[config.mk]
export PLATFORM = sky130hd
export DESIGN_NAME = bsg_trace_node_master_mc_flat
export DESIGN_NICKNAME = d
export VERILOG_FILES = /design/src/rtl/bsg_trace_node_master_mc_pkg.sv /design/src/rtl/bsg_trace_node_master_mc_if.sv /design/src/rtl/bsg_trace_mc_stall_timer.sv /design/src/rtl/bsg_trace_node_master_mc.sv /design/src/flat_wrapper.sv
export SDC_FILE = /design/constraint.sdc
export NUM_CORES = 1
export LEC_CHECK = 0
export CAP_MARGIN = 20
export CELL_PAD_IN_SITES_DETAIL_PLACEMENT = 1
export CELL_PAD_IN_SITES_GLOBAL_PLACEMENT = 1
export CORE_AREA = 2 2 156 158
export DETAILED_ROUTE_END_ITERATION = 16
export DIE_AREA = 0 0 158 160
export PLACE_DENSITY = 0.89
export REMOVE_ABC_BUFFERS = 1
export SETUP_SLACK_MARGIN = 0.05
export SLEW_MARGIN = 20
export SYNTH_ARGS = -nofsm -noshare
export SYNTH_HDL_FRONTEND = slang
export SYNTH_SLANG_ARGS = --single-unit
export TNS_END_PERCENT = 1
[constraint.sdc]
create_clock -name clk_i -period 3.6 [get_ports clk_i]
set_clock_uncertainty 0.15 [all_clocks]
set_input_delay 1.08 -clock clk_i [delete_from_list [all_inputs] [get_ports clk_i]]
set_output_delay 1.08 -clock clk_i [all_outputs]
set_load 0.005 [all_outputs]
[src/rtl/bsg_trace_node_master_mc_pkg.sv]
// Shared types for the multi-channel trace-replay master: opcodes, FSM states, ROM word layout.
// Latency: n/a (types and constant helpers only).
// Backpressure: n/a.

`ifndef BSG_TRACE_MC_ROM_WORD_S
// ROM word {op, ch, payload}; widths depend on the instantiating module's parameters,
// so the layout is a macro rather than a package typedef.
`define BSG_TRACE_MC_ROM_WORD_S(ch_w, ring_w) \
    struct packed { \
        logic [3:0]          op; \
        logic [(ch_w)-1:0]   ch; \
        logic [(ring_w)-1:0] payload; \
    }
`endif

package bsg_trace_mc_pkg;

    typedef enum logic [3:0] {
        e_nop      = 4'd0,
        e_send     = 4'd1,
        e_recv     = 4'd2,
        e_done     = 4'd3,
        e_finish   = 4'd4,
        e_wait     = 4'd5,
        e_recv_any = 4'd6
    } op_e;

    typedef enum logic [1:0] {
        eRUN  = 2'd0,
        eWAIT = 2'd1,
        eHALT = 2'd2
    } state_e;

    // Channel field width; a single channel still carries a 1-bit field.
    function automatic int ch_width(input int num_ch);
        return (num_ch > 1) ? $clog2(num_ch) : 1;
    endfunction

    function automatic int max_int(input int a, input int b);
        return (a > b) ? a : b;
    endfunction

endpackage

[src/rtl/bsg_trace_node_master_mc_if.sv]
// Channel bundle and trace-ROM port between the replay master and the DUT side.
// Latency: none (wires only).
// Backpressure: carries per-channel valid/ready (inbound) and valid/yumi (outbound).
interface bsg_trace_node_master_mc_if #(
    parameter int num_ch_p         = 2,
    parameter int ring_width_p     = 64,
    parameter int rom_addr_width_p = 10
);
    import bsg_trace_mc_pkg::*;

    localparam int ch_w  = ch_width(num_ch_p);
    localparam int rom_w = 4 + ch_w + ring_width_p;

    logic [num_ch_p-1:0]              v_i;
    logic [num_ch_p*ring_width_p-1:0] data_i;
    logic [num_ch_p-1:0]              ready_o;
    logic [num_ch_p-1:0]              v_o;
    logic [num_ch_p*ring_width_p-1:0] data_o;
    logic [num_ch_p-1:0]              yumi_i;
    logic [rom_addr_width_p-1:0]      rom_addr_o;
    logic [rom_w-1:0]                 rom_data_i;

    // Replay master side.
    modport master (
        input  v_i, data_i, yumi_i, rom_data_i,
        output ready_o, v_o, data_o, rom_addr_o
    );

    // DUT / ROM side.
    modport slave (
        output v_i, data_i, yumi_i, rom_data_i,
        input  ready_o, v_o, data_o, rom_addr_o
    );
endinterface

[src/rtl/bsg_trace_mc_stall_timer.sv]
// Shared stall/wait counter: counts up while a handshake stalls, down while a wait op runs.
// Latency: flags are combinational from the registered count; updates take effect next cycle.
// Backpressure: none; the owner decides when to load, count or clear.
module bsg_trace_mc_stall_timer #(
    parameter int cnt_w_p   = 16,
    parameter int timeout_p = 0
) (
    input  logic               clk_i,
    input  logic               reset_i,
    input  logic               i_load,
    input  logic [cnt_w_p-1:0] i_load_val,
    input  logic               i_inc,
    input  logic               i_dec,
    input  logic               i_clr,
    output logic               o_hit_one,
    output logic               o_hit_timeout
);
    localparam logic [cnt_w_p-1:0] lp_one  = cnt_w_p'(1);
    // The stall that would make the count reach timeout_p is the one being flagged.
    localparam logic [cnt_w_p-1:0] lp_last = cnt_w_p'((timeout_p > 0) ? (timeout_p - 1) : 0);

    logic [cnt_w_p-1:0] r_cnt;

    // Counter register: clear wins, then load, then saturating count.
    always_ff @(posedge clk_i) begin
        if (reset_i || i_clr) begin
            r_cnt <= '0;
        end else if (i_load) begin
            r_cnt <= i_load_val;
        end else if (i_inc && (r_cnt != '1)) begin
            r_cnt <= r_cnt + lp_one;
        end else if (i_dec && (r_cnt != '0)) begin
            r_cnt <= r_cnt - lp_one;
        end
    end

    assign o_hit_one     = (r_cnt == lp_one);
    assign o_hit_timeout = (timeout_p != 0) && (r_cnt == lp_last);
endmodule

[src/rtl/bsg_trace_node_master_mc.sv]
// Multi-channel trace replay: steps a combinational trace ROM, sends/checks per-channel traffic.
// Latency: one ROM word per cycle at best; send/recv retire in the handshake cycle.
// Backpressure: holds v_o/ready_o on the selected channel until yumi_i/v_i; en_i low freezes all.
module bsg_trace_node_master_mc #(
    parameter int num_ch_p         = 2,
    parameter int ring_width_p     = 64,
    parameter int rom_addr_width_p = 10,
    parameter int cycle_width_p    = 16,
    parameter int timeout_p        = 0
) (
    input  logic                        clk_i,
    input  logic                        reset_i,
    input  logic                        en_i,
    bsg_trace_node_master_mc_if.master  bus,
    output logic                        done_o,
    output logic                        error_o,
    output logic [rom_addr_width_p-1:0] error_addr_o
);
    import bsg_trace_mc_pkg::*;

    localparam int lp_ch_w  = ch_width(num_ch_p);
    localparam int lp_cnt_w = max_int(cycle_width_p, $clog2(timeout_p + 1));

    localparam logic [rom_addr_width_p-1:0] lp_addr_one = rom_addr_width_p'(1);
    localparam logic [cycle_width_p-1:0]    lp_cyc_one  = cycle_width_p'(1);

    typedef `BSG_TRACE_MC_ROM_WORD_S(lp_ch_w, ring_width_p) rom_word_s;

    state_e                          r_state;
    state_e                          w_state_nxt;
    logic [rom_addr_width_p-1:0]     r_addr;
    logic                            r_done;
    logic                            r_err;
    logic [rom_addr_width_p-1:0]     r_err_addr;

    rom_word_s                       w_word;
    logic                            w_ch_ok;
    logic [num_ch_p-1:0]             w_sel;
    logic [num_ch_p*ring_width_p-1:0] w_send_dat;
    logic [ring_width_p-1:0]         w_rdat;
    logic                            w_v_sel;
    logic                            w_yumi_sel;
    logic [cycle_width_p-1:0]        w_wait_n;
    logic [lp_cnt_w-1:0]             w_load_val;

    logic                            w_adv;
    logic                            w_err;
    logic                            w_set_done;
    logic                            w_stall;
    logic                            w_load;
    logic                            w_inc;
    logic                            w_dec;
    logic                            w_hit_one;
    logic                            w_hit_to;
    logic [num_ch_p-1:0]             w_v_o;
    logic [num_ch_p-1:0]             w_ready_o;
    logic [num_ch_p*ring_width_p-1:0] w_data_o;

    assign w_word     = bus.rom_data_i;
    assign w_ch_ok    = (int'(w_word.ch) < num_ch_p);
    assign w_wait_n   = w_word.payload[cycle_width_p-1:0];
    // Decode cycle counts as the first wait cycle, so the counter starts at N-1.
    assign w_load_val = lp_cnt_w'(w_wait_n - lp_cyc_one);

    // Channel select: one-hot of the ROM channel, plus its inbound data and handshakes.
    always_comb begin
        w_sel      = '0;
        w_send_dat = '0;
        w_rdat     = '0;
        for (int c = 0; c < num_ch_p; c++) begin
            if (int'(w_word.ch) == c) begin
                w_sel[c]                                  = 1'b1;
                w_send_dat[c*ring_width_p +: ring_width_p] = w_word.payload;
                w_rdat                                    = bus.data_i[c*ring_width_p +: ring_width_p];
            end
        end
    end

    assign w_v_sel    = |(w_sel & bus.v_i);
    assign w_yumi_sel = |(w_sel & bus.yumi_i);

    bsg_trace_mc_stall_timer #(
        .cnt_w_p   (lp_cnt_w),
        .timeout_p (timeout_p)
    ) u_timer (
        .clk_i         (clk_i),
        .reset_i       (reset_i),
        .i_load        (w_load),
        .i_load_val    (w_load_val),
        .i_inc         (w_inc),
        .i_dec         (w_dec),
        .i_clr         (w_adv),
        .o_hit_one     (w_hit_one),
        .o_hit_timeout (w_hit_to)
    );

    // Next-state and handshake decode; nothing is offered or taken during reset or with en_i low.
    always_comb begin
        w_state_nxt = r_state;
        w_adv       = 1'b0;
        w_err       = 1'b0;
        w_set_done  = 1'b0;
        w_stall     = 1'b0;
        w_load      = 1'b0;
        w_inc       = 1'b0;
        w_dec       = 1'b0;
        w_v_o       = '0;
        w_ready_o   = '0;
        w_data_o    = '0;

        case (r_state)
            eRUN: begin
                if (en_i && !reset_i) begin
                    if (!w_ch_ok) begin
                        w_err       = 1'b1;
                        w_state_nxt = eHALT;
                    end else begin
                        case (w_word.op)
                            e_nop: w_adv = 1'b1;
                            e_send: begin
                                w_v_o    = w_sel;
                                w_data_o = w_send_dat;
                                if (w_yumi_sel) w_adv   = 1'b1;
                                else            w_stall = 1'b1;
                            end
                            e_recv, e_recv_any: begin
                                w_ready_o = w_sel;
                                if (w_v_sel) begin
                                    w_adv = 1'b1;
                                    if ((w_word.op == e_recv) && (w_rdat != w_word.payload)) begin
                                        w_err = 1'b1;
                                    end
                                end else begin
                                    w_stall = 1'b1;
                                end
                            end
                            e_done: begin
                                w_set_done = 1'b1;
                                w_adv      = 1'b1;
                            end
                            e_finish: begin
                                w_set_done  = 1'b1;
                                w_state_nxt = eHALT;
                            end
                            e_wait: begin
                                if (w_wait_n <= lp_cyc_one) begin
                                    w_adv = 1'b1;
                                end else begin
                                    w_load      = 1'b1;
                                    w_state_nxt = eWAIT;
                                end
                            end
                            default: begin
                                w_err       = 1'b1;
                                w_state_nxt = eHALT;
                            end
                        endcase
                        if (w_stall) begin
                            if (w_hit_to) begin
                                w_err       = 1'b1;
                                w_state_nxt = eHALT;
                            end else begin
                                w_inc = 1'b1;
                            end
                        end
                    end
                end
            end
            eWAIT: begin
                if (en_i && !reset_i) begin
                    if (w_hit_one) begin
                        w_adv       = 1'b1;
                        w_state_nxt = eRUN;
                    end else begin
                        w_dec = 1'b1;
                    end
                end
            end
            default: ;
        endcase
    end

    // State, trace pointer and sticky status; the error address keeps only the first error.
    always_ff @(posedge clk_i) begin
        if (reset_i) begin
            r_state    <= eRUN;
            r_addr     <= '0;
            r_done     <= 1'b0;
            r_err      <= 1'b0;
            r_err_addr <= '0;
        end else begin
            r_state <= w_state_nxt;
            if (w_adv)      r_addr <= r_addr + lp_addr_one;
            if (w_set_done) r_done <= 1'b1;
            if (w_err) begin
                r_err <= 1'b1;
                if (!r_err) r_err_addr <= r_addr;
            end
        end
    end

    assign bus.v_o        = w_v_o;
    assign bus.ready_o    = w_ready_o;
    assign bus.data_o     = w_data_o;
    assign bus.rom_addr_o = r_addr;
    assign done_o         = r_done;
    assign error_o        = r_err;
    assign error_addr_o   = r_err_addr;
endmodule

[src/flat_wrapper.sv]
// flat-port wrapper written by rule: the top's interface ports become plain ports
module bsg_trace_node_master_mc_flat import bsg_trace_mc_pkg::*;
#(
    parameter int num_ch_p         = 2,
    parameter int ring_width_p     = 64,
    parameter int rom_addr_width_p = 10,
    parameter int cycle_width_p    = 16,
    parameter int timeout_p        = 0
)
  (clk_i, reset_i, en_i, done_o, error_o, error_addr_o, bus_v_i, bus_data_i, bus_yumi_i, bus_rom_data_i, bus_ready_o, bus_v_o, bus_data_o, bus_rom_addr_o);
  bsg_trace_node_master_mc_if #(.num_ch_p(num_ch_p), .ring_width_p(ring_width_p), .rom_addr_width_p(rom_addr_width_p)) bus_i ();
  input  logic clk_i;
  input  logic reset_i;
  input  logic en_i;
  output logic done_o;
  output logic error_o;
  output logic [rom_addr_width_p-1:0] error_addr_o;
  input wire logic [$bits(bus_i.v_i)-1:0] bus_v_i;
  input wire logic [$bits(bus_i.data_i)-1:0] bus_data_i;
  input wire logic [$bits(bus_i.yumi_i)-1:0] bus_yumi_i;
  input wire logic [$bits(bus_i.rom_data_i)-1:0] bus_rom_data_i;
  output wire logic [$bits(bus_i.ready_o)-1:0] bus_ready_o;
  output wire logic [$bits(bus_i.v_o)-1:0] bus_v_o;
  output wire logic [$bits(bus_i.data_o)-1:0] bus_data_o;
  output wire logic [$bits(bus_i.rom_addr_o)-1:0] bus_rom_addr_o;
  assign bus_i.v_i = bus_v_i;
  assign bus_i.data_i = bus_data_i;
  assign bus_i.yumi_i = bus_yumi_i;
  assign bus_i.rom_data_i = bus_rom_data_i;
  assign bus_ready_o = bus_i.ready_o;
  assign bus_v_o = bus_i.v_o;
  assign bus_data_o = bus_i.data_o;
  assign bus_rom_addr_o = bus_i.rom_addr_o;
  bsg_trace_node_master_mc #(.num_ch_p(num_ch_p), .ring_width_p(ring_width_p), .rom_addr_width_p(rom_addr_width_p), .cycle_width_p(cycle_width_p), .timeout_p(timeout_p)) u_core (.clk_i(clk_i), .reset_i(reset_i), .en_i(en_i), .bus(bus_i), .done_o(done_o), .error_o(error_o), .error_addr_o(error_addr_o));
endmodule
Yosys cells after proc, flatten, opt, wreduce, memory -nomap -nowiden

Index checks and enable logic that the tools add are counted.

Output and inout port bits: 154
Word-level logic and storage cells: 103
Flip-flop bits (word level): 40
Input port bits: 204

Reduce and logical (&&, ||, !) cells: 20
Bitwise logic cells: 3
Order comparisons: 1
Mux-type cells: 54
$add $sub $neg: 4
Equality and inequality tests: 15

Operators by type and width:

| operator              | count |
|---|---|
| $mux 128              | 3 |
| $mux 64               | 3 |
| $ne 64x64->1          | 1 |
| $mux 16               | 3 |
| $sub 16x1->16 const B | 2 |
| $mux 1                | 29 |
| $mux 2                | 10 |
| $add 16x1->16 const B | 1 |
| $eq 16x1->1 const B   | 1 |
| $le 16x1->1 const B   | 1 |
| $ne 16x16->1 const B  | 1 |
| $reduce_bool 16->1    | 1 |
| $eq 4x3->1 const B    | 3 |
| $add 10x1->10 const B | 1 |
| $reduce_or 2->1       | 5 |
| $reduce_or 5->1       | 2 |
| $eq 4x2->1 const B    | 2 |
| $pmux 2 s2            | 2 |
| $pmux 1 s2            | 3 |
| $reduce_and 6->1      | 1 |
| $and 2x2->2           | 2 |
| $eq 4x1->1 const B    | 1 |
| $logic_and 1x1->1     | 4 |
| $logic_not 4->1       | 1 |
| 12 further kinds      | 14 |

Longest topological paths before layout

Depth in word-level cells: 13
Mapped depth: 10
Gate-level depth less buffers: 9

By module

From an unflattened synthesis, not the netlist that was laid out.

Cell total of the unflattened synthesis: 671
Area, all modules: 5246.3 sq um

Modules (own cells, without submodules):

| module                   | seq. area each (sq um) | times used | area each (sq um) | cells an instance |
|---|---|---|---|---|
| bsg_trace_node_master_mc | 480.5                  | 1          | 3806.2            | 486 |
| bsg_trace_mc_stall_timer | 320.3                  | 1          | 1440.1            | 185 |

Worst setup path before layout

Ideal clock, no wire load.

Path type: input to output
Start: input port bus_rom_data_i[64]
End: output port bus_data_o[118]
Stages on the path: 7
Arrival: 2.550 ns
Buffers on the path: 4
Setup slack: -0.180 ns
Required time: 2.370 ns
Cell sequence: buf_2 > buf_2 > buf_2 > inv_1 > nor2_1 > clkbuf_1 > and2_1

Cells in the longest elaborated chain, start to end: 4

RTL lines:

| element     | RTL line                        | text |
|---|---|---|
| from (decl) | flat_wrapper.sv:21              | `input wire logic [$bits(bus_i.rom_data_i)-1:0] bus_rom_data_i;` |
| $mux 64     | bsg_trace_node_master_mc.sv:71  | `if (int'(w_word.ch) == c) begin` |
| $mux 128    | bsg_trace_node_master_mc.sv:118 | `case (w_word.op)` |
| $mux 128    | bsg_trace_node_master_mc.sv:113 | `if (en_i && !reset_i) begin` |
| $mux 128    | bsg_trace_node_master_mc.sv:111 | `case (r_state)` |
| to (decl)   | flat_wrapper.sv:24              | `output wire logic [$bits(bus_i.data_o)-1:0] bus_data_o;` |

Every way passes these cells.

Final worst setup path

Start: input port reset_i
End: output port bus_data_o[91]

Cells in the longest elaborated chain, start to end: 4

RTL lines:

| element           | RTL line                        | text |
|---|---|---|
| from (decl)       | flat_wrapper.sv:13              | `input logic reset_i;` |
| $logic_not 1->1   | bsg_trace_node_master_mc.sv:113 |  |
| $logic_and 1x1->1 | bsg_trace_node_master_mc.sv:113 |  |
| $mux 128          | bsg_trace_node_master_mc.sv:113 |  |
| $mux 128          | bsg_trace_node_master_mc.sv:111 |  |

Every way passes these cells.

==> impl_metrics.toml <==
[floorplan]
num_io_pins = 358
rows = 57
initial_core_util = 0.2061
die-area_um2 = 25280
core_um2 = 23820
die_w_um = 158
fp.dieH_um = 160

[timing]
rsz0062_at_grt = "true"
fin_crit_sh = 1.082
layout_setup_ws_ns = -0.2949
finalSetupTns_ns = -21.48
max_freq_ghz = 0.2567
maxSlewHeadroom = 0.6226
finalSetupViolCount = 137
min_period_ns = 3.895
tightest_slew_ns = 0.5609
finalHoldViolCount = 0
slew_viol_final = 0

[cells_and_area]
postLayoutCellArea_um2 = 10100
layout.nets = 1295
areaGrowthSynthToFinish_pct = 105.8
multi_input_area_um2 = 4119
drive_gt1_frac = 0.3161
final_cells = 1410
fillers = 2854
seq_area_um2 = 800.8
layout_commonest_cell = "clkdlybuf4s50_1"
final_cell_mix = "217 x clkdlybuf4s50_1, 84 x and2_1, 82 x buf_4"

[worst_setup_path]
cpMaxStageDelayCell = "nor3b_4"
critical_path_arrival_ns = 2.66
worstSetupPathType = "input port to primary output"
reg2regPathDepth = 8
cp_slowest_stage_delay_ns = 0.20
critPathTopFamily = "buffers and inverters"
cp_num_buf_inv = 7
end_kind = "primary output"
path_max_fanout = 8
crit_chain = "buf_8 > nor3b_4 > and2_4 > nand3_4 > buf_6 > nor2_4 > buf_6 > buf_12 > buf_16 > buf_8 > and2_1 > buf_2"
reg2reg_slack_ns = 0.47
required_ns = 2.37
start_kind = "input port"
path_depth = 12

[detailed_routing]
top_layer_used = "met4"
drt.antenna.violating_nets = 0
dr_wl_met3_mm = 1.331
routedWlPerCell_um = 21.37
vias = 6580
firstDrtPassIters = 5
route.met2.wl_mm = 17.25
wl_mm = 30.14
drtIter0Drc = 255
drt-met1-wl_mm = 11.09
drc_errors = 0
avgViaCountPerCell = 4.667

[synthesis]
netlist_instances = 635
synth_top_flop_cell = "dfxtp_1"
synth_area_um2 = 4908
synth_seq_cells = 40
synth_simple_gate_area_frac = 0.3548
ys_types = 59
synth_top_family_by_area = "simple AND/OR/NAND/NOR gates"
yosysWarnings = 0
synth-adder-area-share = 0.01784
synth.avg_cell_area_um2 = 7.730
ys_seq_area_frac = 0.1631
synth-compound-area-share = 0.08641
async_flop_share = 0
synth_edf_count = 0
synth-xor-area-share = 0.1642
synth.area.mux_share = 0.1672

[grt]
antenna_found_initial = 1
globalRoute.totalOverflow = 0
grt_max_degree = 39
grt_pass1_wl_mm = 41.60
grt_pass1_vias = 7230
grt_usage = 0.2137

[placement]
placedCellCount = 1367
place.gp.congestion = 0.8759
port_buffers = 357
dpl.hpwl_mm = 22.21
dpl_cell_area_um2 = 9437

[cts]
cts_tree = "yes"
cts_inserted_buffers = 5
cts_buffer_depth = 2
clk_latency_ns = 0.28
clkSinkCount = 40
htree_num_levels = 2
root_buffer = "clkbuf_16"
clk_pin_slew_ns = 0.06

[flow_run]
maxCapViolations = 0

[hold_path]
hold_path_class = "flop to flop"
hold_depth = 2

[power]
ir_worst_vdd_uv = 144.5
power_leakage_nw = 4.489
power_density_nw_per_um2 = 153.8

[run_status]
status = "complete, but fails checks"
violations = "setup timing"
Yosys cell counts, types with 2 or more instances:
| cell | count | area share |
|---|---|---|
| a31o_2 | 2 | 0.0036 |
| a31oi_1 | 3 | 0.0038 |
| o21a_1 | 2 | 0.0031 |
| buf_4 | 2 | 0.0031 |
| inv_1 | 15 | 0.011 |
| a21oi_2 | 2 | 0.0036 |
| dfxtp_1 | 40 | 0.16 |
| ha_1 | 7 | 0.018 |
| o31ai_1 | 3 | 0.0046 |
| nand2_1 | 28 | 0.021 |
| nand4_1 | 25 | 0.032 |
| nor2b_1 | 8 | 0.010 |
| nor3_1 | 20 | 0.020 |
| mux2_2 | 7 | 0.016 |
| buf_2 | 9 | 0.0092 |
| o21ai_0 | 7 | 0.0071 |
| and2_1 | 127 | 0.16 |
| o41ai_1 | 4 | 0.0071 |
| nand3_1 | 14 | 0.014 |
| nor3b_1 | 3 | 0.0046 |
| xnor2_1 | 21 | 0.037 |
| nor2_1 | 44 | 0.034 |
| xor2_1 | 71 | 0.13 |
| nor4_1 | 14 | 0.018 |
| nand3b_1 | 2 | 0.0031 |
| and3_1 | 5 | 0.0064 |
| clkbuf_1 | 19 | 0.015 |
| or4_1 | 4 | 0.0061 |
| a211oi_1 | 13 | 0.020 |
| clkbuf_2 | 2 | 0.0020 |
| buf_6 | 2 | 0.0046 |
| a21oi_1 | 10 | 0.010 |
| nand2b_1 | 2 | 0.0025 |
| mux2i_1 | 73 | 0.15 |
flip-flops by register name, summed over array words and instances, names as in the netlist:
signal,flops
u_core.bus.rom_addr_o,10
u_core.done_o,1
u_core.error_addr_o,10
u_core.error_o,1
u_core.r_state,2
u_core.u_timer.r_cnt,16
per-stage QoR:
stage | util | hold slack, ns | worst slack (ns) | power, mW
CTS | 0.4146 | 0.3192 | -0.4309 | 1.547
global route | 0.4240 | 0.3590 | -0.3433 | 1.621
detailed placement | 0.3962 | 0.3110 | -0.9793 | 1.077
global placement | 0.3962 | 0.2963 | -0.9213 | 1.059
floorplan | - | 0.2896 | -1.036 | 0.6538
finish | 0.4240 | 0.3149 | -0.2949 | 1.553
logic make-up after synthesis:
kind of cell    count (synthesis)
simple gates                  306
xor+xnor                       92
mux                            81
compound gates                 59
buf+inv                        50
flops                          40
fa+ha+maj                       7
routing by layer:
metal | up-vias | global-route usage
li1 | 3113 | -
met1 | 3227 | 0.2258
met2 | 214 | 0.4263
met3 | 26 | 0.03772
met4 | 0 | 0.05324
met5 | - | 0
worst min-delay path, cell delays in order (launching register included):
cell and delay [ns]:
dfxtp_1 0.31, nand2_1 0.05, mux2i_1 0.06
cell type report:
class | instances | area share
inverter | 15 | 0.005575
clock inverter | 2 | 0.0009911
tap | 324 | 0.04014
multi-input combinational | 545 | 0.4078
timing repair buffer | 477 | 0.4522
clock buffer | 6 | 0.01375
antenna | 1 | 0.0002478
sequential | 40 | 0.07929
path summary, 6_finish.rpt:
path / to / start
min: u_core.error_addr_o[6] / u_core.error_addr_o[6]
min reg2reg: u_core.error_addr_o[6] / u_core.error_addr_o[6]
max: bus_data_o[91] / reset_i
max reg2reg: u_core.u_timer.r_cnt[9] / u_core.u_timer.r_cnt[10]
power breakdown:
group          internal (mW)  switching [mW]
clock network          0.273           0.177
registers              0.448         0.00805
logic                  0.374           0.274
repair_timing:
action                                  CTS  global route
resized for setup                       352           251
setup buffers                            12            11
hold buffers                              0             0
endpoints found under the setup margin  150           155
pin swaps                                 7            15
cloned                                    6             7
Note: power is estimated with default switching activity, not from simulation.
